===== src/rtl/alu_arbiter.sv =====
// ---------------------------------------------------------------------------
// alu_arbiter
//
// Shares one external combinational ALU between two requesters: requester 0
// is the main instruction datapath and requester 1 is the branch/address
// helper. A round-robin grant picks one requester at a time. Requests and
// responses use a valid/ready handshake. Operands and the result are held in
// registers. Every operation passes through IDLE -> EXEC -> RESP -> IDLE.
//
// Ports
//   clk        in   system clock, rising edge
//   reset      in   asynchronous, active-low reset
//   req_valid  in   [1:0]   bit i: requester i presents an operation
//   req_ready  out  [1:0]   bit i: requester i is accepted this cycle
//   req_in1    in   [2W-1:0] operand 1, requester i in [i*W +: W]
//   req_in2    in   [2W-1:0] operand 2, same packing
//   req_ctrl   in   [9:0]   5-bit ALU opcode, requester i in [i*5 +: 5]
//   req_sign   in   [1:0]   signed-compare select per requester
//   rsp_valid  out  [1:0]   bit i: result for requester i is available
//   rsp_ready  in   [1:0]   bit i: requester i consumes the result
//   rsp_out    out  [W-1:0] result word, shared by both requesters
//   rsp_zero   out  zero flag of the result
//   alu_in1    out  [W-1:0] to ALU operand 1
//   alu_in2    out  [W-1:0] to ALU operand 2
//   alu_ctrl   out  [4:0]   to ALU opcode
//   alu_sign   out  to ALU sign select
//   alu_out    in   [W-1:0] from ALU result
//   alu_zero   in   from ALU zero flag
//   busy       out  high whenever the FSM is not in IDLE
// ---------------------------------------------------------------------------
module alu_arbiter #(
    parameter int WIDTH     = 32,
    parameter bit PRIO_INIT = 1'b0
) (
    input  logic               clk,
    input  logic               reset,
    input  logic [1:0]         req_valid,
    output logic [1:0]         req_ready,
    input  logic [2*WIDTH-1:0] req_in1,
    input  logic [2*WIDTH-1:0] req_in2,
    input  logic [9:0]         req_ctrl,
    input  logic [1:0]         req_sign,
    output logic [1:0]         rsp_valid,
    input  logic [1:0]         rsp_ready,
    output logic [WIDTH-1:0]   rsp_out,
    output logic               rsp_zero,
    output logic [WIDTH-1:0]   alu_in1,
    output logic [WIDTH-1:0]   alu_in2,
    output logic [4:0]         alu_ctrl,
    output logic               alu_sign,
    input  logic [WIDTH-1:0]   alu_out,
    input  logic               alu_zero,
    output logic               busy
);

    typedef enum logic [1:0] {
        IDLE = 2'd0,
        EXEC = 2'd1,
        RESP = 2'd2
    } state_t;

    state_t             state_q;
    logic               prio_q;
    logic               grant_q;
    logic [WIDTH-1:0]   in1_q;
    logic [WIDTH-1:0]   in2_q;
    logic [4:0]         ctrl_q;
    logic               sign_q;
    logic [WIDTH-1:0]   rspOut_q;
    logic               rspZero_q;
    logic [1:0]         rspValid_q;
    logic               busy_q;

    // Candidate grant and the operands it would latch on accept
    logic               selIdx_d;
    logic               accept_d;
    logic [WIDTH-1:0]   in1_d;
    logic [WIDTH-1:0]   in2_d;
    logic [4:0]         ctrl_d;
    logic               sign_d;

    // Round-robin pick: a lone requester always wins; a tie goes to prio_q.
    // req_ready is gated with reset so nothing is offered while reset is held,
    // even though the FSM already sits in IDLE.
    always_comb begin
        selIdx_d  = (req_valid == 2'b11) ? prio_q : req_valid[1];
        req_ready = 2'b00;
        if (reset && (state_q == IDLE) && (req_valid != 2'b00)) begin
            req_ready[selIdx_d] = 1'b1;
        end
        accept_d = |(req_valid & req_ready);
    end

    // Operand select for the chosen requester. This uses explicit muxes
    // rather than computed part-selects.
    always_comb begin
        in1_d  = selIdx_d ? req_in1[WIDTH +: WIDTH] : req_in1[0 +: WIDTH];
        in2_d  = selIdx_d ? req_in2[WIDTH +: WIDTH] : req_in2[0 +: WIDTH];
        ctrl_d = selIdx_d ? req_ctrl[9:5] : req_ctrl[4:0];
        sign_d = selIdx_d ? req_sign[1] : req_sign[0];
    end

    // Main FSM. All outputs except req_ready are registered here. Priority
    // flips only on an accept, toward the requester that was not served.
    // The response is only released by the granted requester's rsp_ready.
    always_ff @(posedge clk or negedge reset) begin
        if (!reset) begin
            state_q    <= IDLE;
            prio_q     <= PRIO_INIT;
            grant_q    <= 1'b0;
            in1_q      <= '0;
            in2_q      <= '0;
            ctrl_q     <= '0;
            sign_q     <= 1'b0;
            rspOut_q   <= '0;
            rspZero_q  <= 1'b0;
            rspValid_q <= 2'b00;
            busy_q     <= 1'b0;
        end else begin
            case (state_q)
                IDLE: begin
                    if (accept_d) begin
                        in1_q   <= in1_d;
                        in2_q   <= in2_d;
                        ctrl_q  <= ctrl_d;
                        sign_q  <= sign_d;
                        grant_q <= selIdx_d;
                        prio_q  <= ~selIdx_d;
                        busy_q  <= 1'b1;
                        state_q <= EXEC;
                    end
                end
                EXEC: begin
                    rspOut_q   <= alu_out;
                    rspZero_q  <= alu_zero;
                    rspValid_q <= {grant_q, ~grant_q};
                    state_q    <= RESP;
                end
                RESP: begin
                    if (rsp_ready[grant_q]) begin
                        rspValid_q <= 2'b00;
                        busy_q     <= 1'b0;
                        state_q    <= IDLE;
                    end
                end
                default: begin
                    rspValid_q <= 2'b00;
                    busy_q     <= 1'b0;
                    state_q    <= IDLE;
                end
            endcase
        end
    end

    assign alu_in1   = in1_q;
    assign alu_in2   = in2_q;
    assign alu_ctrl  = ctrl_q;
    assign alu_sign  = sign_q;
    assign rsp_out   = rspOut_q;
    assign rsp_zero  = rspZero_q;
    assign rsp_valid = rspValid_q;
    assign busy      = busy_q;

endmodule


===== config.mk =====
export PLATFORM = sky130hd
export DESIGN_NAME = alu_arbiter
export DESIGN_NICKNAME = d
export VERILOG_FILES = /design/src/rtl/alu_arbiter.sv
export SDC_FILE = /design/constraint.sdc
export NUM_CORES = 1
export LEC_CHECK = 0
export BUFFER_PORTS_ARGS = -buffer_cell sky130_fd_sc_hd__buf_2
export CORE_ASPECT_RATIO = 0.6
export CORE_MARGIN = 2
export CORE_UTILIZATION = 44
export DETAILED_ROUTE_END_ITERATION = 8
export GPL_ROUTABILITY_DRIVEN = 0
export GPL_TIMING_DRIVEN = 0
export HOLD_SLACK_MARGIN = 0.05
export PLACE_DENSITY_LB_ADDON = 0.12
export SETUP_SLACK_MARGIN = 0.1
export SYNTH_ARGS = -nofsm -noshare
export SYNTH_HDL_FRONTEND = slang
export SYNTH_SLANG_ARGS = --single-unit

===== constraint.sdc =====
create_clock -name clk -period 2 [get_ports clk]
set_input_delay 0 -clock clk [delete_from_list [all_inputs] [get_ports clk]]
set_output_delay 0 -clock clk [all_outputs]
set_load 0.05 [all_outputs]

Word level (Yosys, flattened, before mapping). Cells that the tools add are included.

Memories kept: 0. Output and inout bits: 108. Bits of input ports: 179. Memory bits (read-only): 0. Word-level logic and storage cells: 51. RAM bits: 0. Latch bits: 0. Register bits after elaboration: 110.

Bitwise operators: 5. Multipliers: 0. Add/subtract/negate cells: 0. Reductions and logical operators: 10. Shift operators: 0. Magnitude comparators: 3. Eq/ne operators: 5. Div/mod/pow operators: 0. Muxes and demuxes: 17.

Operators with widths (number): $mux W32 (2); $pmux W2 S3 (2); $mux W1 (7); $mux W2 (3); $reduce_and A2 Y1 (3); $mux W5 (1); $eq A2 B2 Y1 const B (2); $lt A1 B2 Y1 const B (2); $ne A2 B2 Y1 const B (2); $not A1 Y1 (4); $logic_and A1 B1 Y1 (3); $pmux W1 S3 (1); $reduce_and A3 Y1 (1); $and A2 B2 Y2 (1); $eq A2 B1 Y1 const B (1); $logic_not A2 Y1 (1); $reduce_bool A2 Y1 (1); $reduce_or A2 Y1 (1); $demux W1 S1 (1); $ge A1 B1 Y1 const B (1).

Longest topological paths before layout.
Depth in word-level cells: 11. Gate-level depth with buffers: 6. Mapped depth without buffers: 4.

Worst setup path after synthesis. Ideal clock, no wire load.

Path kind: reg-to-reg. Start: reg state_q[0]. End: reg grant_q. Clock period less this slack: 1.770 ns. Path buffers: 2. Path slack: 0.230 ns. Setup time: 0.066 ns. Data arrival time: 1.704 ns. Cell stages (with the launch flop): 6. Required time: 1.934 ns. Cell sequence: dfrtp_1 or3b_1 buf_6 buf_8 nor3b_4 a21o_1.

Cells in the longest elaborated chain, start to end: 7.

RTL lines: start: declaration (line 62) `state_t state_q;`; start signal: assignment (line 108) `state_q <= IDLE;`; start signal: assignment (line 130) `state_q <= EXEC;`; start signal: assignment (line 137) `state_q <= RESP;`; $logic_not A2 Y1 (line 88) `if (reset && (state_q == IDLE) && (req_valid != 2'b00)) begin`; $logic_and A1 B1 Y1 (2 in series) (line 88); $mux W2 (line 88); net req_ready[1] (line 38) `output logic [1:0] req_ready,`; $and A2 B2 Y2 (line 91) `accept_d = |(req_valid & req_ready);`; $reduce_or A2 Y1 (line 91); $reduce_and A2 Y1 (no source line); end signal: assignment (line 127) `grant_q <= selIdx_d;`; end: declaration (line 64) `logic grant_q;`.

The timed path passes the listed nets, and every way through them passes these cells. A chain may end at the register's enable or synchronous reset.

Worst setup path after layout.
Start: reg state_q[0]. End: out req_ready[1].

Cells in the longest elaborated chain, start to end: 4.

RTL lines (line): $logic_not A2 Y1 (88); $logic_and A1 B1 Y1 (2 in series) (88); $mux W2 (88); end: declaration (38).

No other way between the ends.

==> impl_metrics.ini <==
[synth]
synth.avg_cell_area_um2 = 11.81
ys.flop_type = dfrtp_1
mappedNetlistNets = 596
yosys.area.top_type_share_pct = 55.89
yosys.area.top_type = dfrtp_1
ys_seq_area_share_pct = 55.89
yosys-top-cells-area = dfrtp_1 56%, a221o_1 14%, mux2_2 7.5%, nor3_1 7.0%, nand2_1 5.4%
synth_common_cells = 110 x dfrtp_1, 71 x nand2_1, 70 x a221o_1
synth_edf_count = 0
yosys_warnings = 0
synth.most_common_cell = dfrtp_1
yosysUniqueCellTypes = 25
ys_seq_elements = 110
syn_inst = 417
netlist_area_um2 = 4925
async_flop_share_pct = 100.0

[final_layout]
nets = 1018
regArea_um2 = 2754
final_cells = 983
finish.instance_area_um2 = 8180
antennaDiodeCount = 0
drive_above_1_share_pct = 45.26
syn_to_final_growth_pct = 66.11
multi_input_area_um2 = 1843
nFillCells = 725

[route]
totalWireLength_mm = 17.14
routedWlPerCell_um = 17.43
first_iter_violations = 285
drc = 0
via_count = 5281
routed_via_density = 5.372
drtPass1Iterations = 5
postRouteAntennaNets = 0

[critical_path]
reg2reg_depth = 4
cp-end-kind = output pin
r2r_start = state_q[0]
startpoint_type = flop
worst_r2r_endpoint = alu_in1[0]
worstSetupPathType = reg2out
critical_path_required_ns = 2.00
cp_max_fo = 4
cp.arrival_ns = 1.84
worst-r2r-setup-slack_ns = 0.25

[sta]
finalSetupViolations = 0
min_period_ns = 1.841
tightest_slew_ns = 0.8907
relSlewSlack_pct = 40.22
holdWs_ns = 0.05394
rsz0062_at_grt = yes
maxSlewViolCount = 0
skew_ns = 0.007471
period_share_pct = 92.04
max_freq_ghz = 0.5433
finalSetupTns_ns = 0
hold_violations = 0

[place]
place_hpwl_mm = 11.53
port_buffers = 285
dp.cells = 842
placed_area_um2 = 6555

[clocking]
cts_buffer_depth = 2
cts-htree-levels = 3
cts_sinks = 110
cts_tree = done
clkSlewWorstSetupHoldPaths_ns = 0.07
cts-root-buf = clkbuf_16
clock_latency_ns = 0.34
numCtsBuffers = 9

[die]
initial_core_util_pct = 45.85
core_area_um2 = 10740
die_h_um = 85.95
pin_count = 287
rows = 29
die_x_um = 140.6
dieArea_um2 = 12080

[grt]
overflow = 0
grt_pass1_vias = 5446
grt_pass1_wl_mm = 27.03
antenna_found_initial = 0
grt.total_usage_pct = 28.21
grt_max_degree = 67

[pwr]
combPwrFrac_pct = 58.4
vdd_drop_max_v = 0.001277
p_seq_share_pct = 29.1
p_leak_nw = 4.057
powerDensity_nw_per_um2 = 1699
p_switching_w = 0.007221
power_w = 0.01390
p_int_w = 0.006679
p_clk_share_pct = 12.5
swShare_pct = 51.95

[min_path]
hold_class = in2reg
min_to = alu_in1[23]
min_from = req_in1[55]
hold_depth = 4

[outcome]
status = finished, final reports clean

[run]
cap_violations = 0
critical path, cell delays in order, from the launching register on:
cell	delay [ns]
dfrtp_2	0.43
or3b_1	0.39
buf_6	0.14
buf_8	0.11
nor3b_4	0.22
buf_6	0.20
layout make-up:
type	count	area share (%)
Timing Repair Buffer	411	34.06
Sequential cell	110	33.66
Multi-Input combinational cell	261	22.53
Buffer	43	3.885
Clock buffer	11	3.090
Tap cell	139	2.126
Clock inverter	5	0.5047
Inverter	3	0.1377
cells by family after synthesis:
kind of cell	synth area share, %
DFF	55.89
muxes	7.952
and+or+nand+nor	14.00
buffers and inverters	6.682
AOI/OAI and AO/OA	15.47
power groups by stage:
| stage | Clock, W | Sequential, W | Combinational [W] |
|---|---|---|---|
| floorplan | 0 | 0.00787 | 0.00196 |
| global placement | 0 | 0.00398 | 0.00774 |
| detailed placement | 0 | 0.00402 | 0.00783 |
| CTS | 0.00178 | 0.00400 | 0.00806 |
| global route | 0.00187 | 0.00417 | 0.00848 |
| finish | 0.00174 | 0.00404 | 0.00812 |
worst max-delay path by stage:
stage               startpoint            to  cells past startpoint
floorplan           state_q[0]       grant_q                      5
global placement         reset   alu_in2[30]                      5
detailed placement       reset   alu_in2[17]                      6
CTS                 state_q[0]  req_ready[1]                      5
global route        state_q[0]  req_ready[1]                      5
finish              state_q[0]  req_ready[1]                      5
metal layers:
layer / routed length [µm] / vias up / global-route usage [%]
li1: - / 2410 / -
met1: 6871 / 2564 / 34.37
met2: 8663 / 277 / 50.76
met3: 1270 / 30 / 6.086
met4: 330 / 0 / 9.091
met5: 0 / - / 0
cells in the final DEF, fill, tap and decap left out, types with 5 or more instances in the layout:
cell type and n:
buf_2 297, dlygate4sd3_1 115, dfrtp_1 109, nand2_1 71, a221o_1 70, nor3_1 69, mux2_2 33, buf_6 18
clkbuf_16 10, clkbuf_1 7, buf_4 5
state kept, by name, indices dropped and copies added, names as in the netlist:
| name | count |
|---|---|
| state_q | 2 |
| rsp_valid | 2 |
| alu_in2 | 32 |
| busy | 1 |
| rsp_zero | 1 |
| rsp_out | 32 |
| alu_in1 | 32 |
| prio_q | 1 |
| alu_ctrl | 5 |
| grant_q | 1 |
| alu_sign | 1 |
metrics by stage:
| step | utilization [%] | setup slack (ns) |
|---|---|---|
| global route | 76.17 | 0.08787 |
| global placement | 60.75 | -1.474 |
| CTS | 74.84 | 0.1228 |
| finish | 76.17 | 0.1593 |
| detailed placement | 61.03 | -0.3377 |
| floorplan | - | 0.2298 |
repair_timing:
action                     4_1_cts  5_1_grt
hold buffers                   114        5
pin swaps                        0        2
setup endpoints to repair       70        1
gates cloned                     0        1
resized for setup                5        0
hold endpoints to repair       214      110
setup buffers                    2        3
Note: power is estimated with default switching activity, not from simulation.
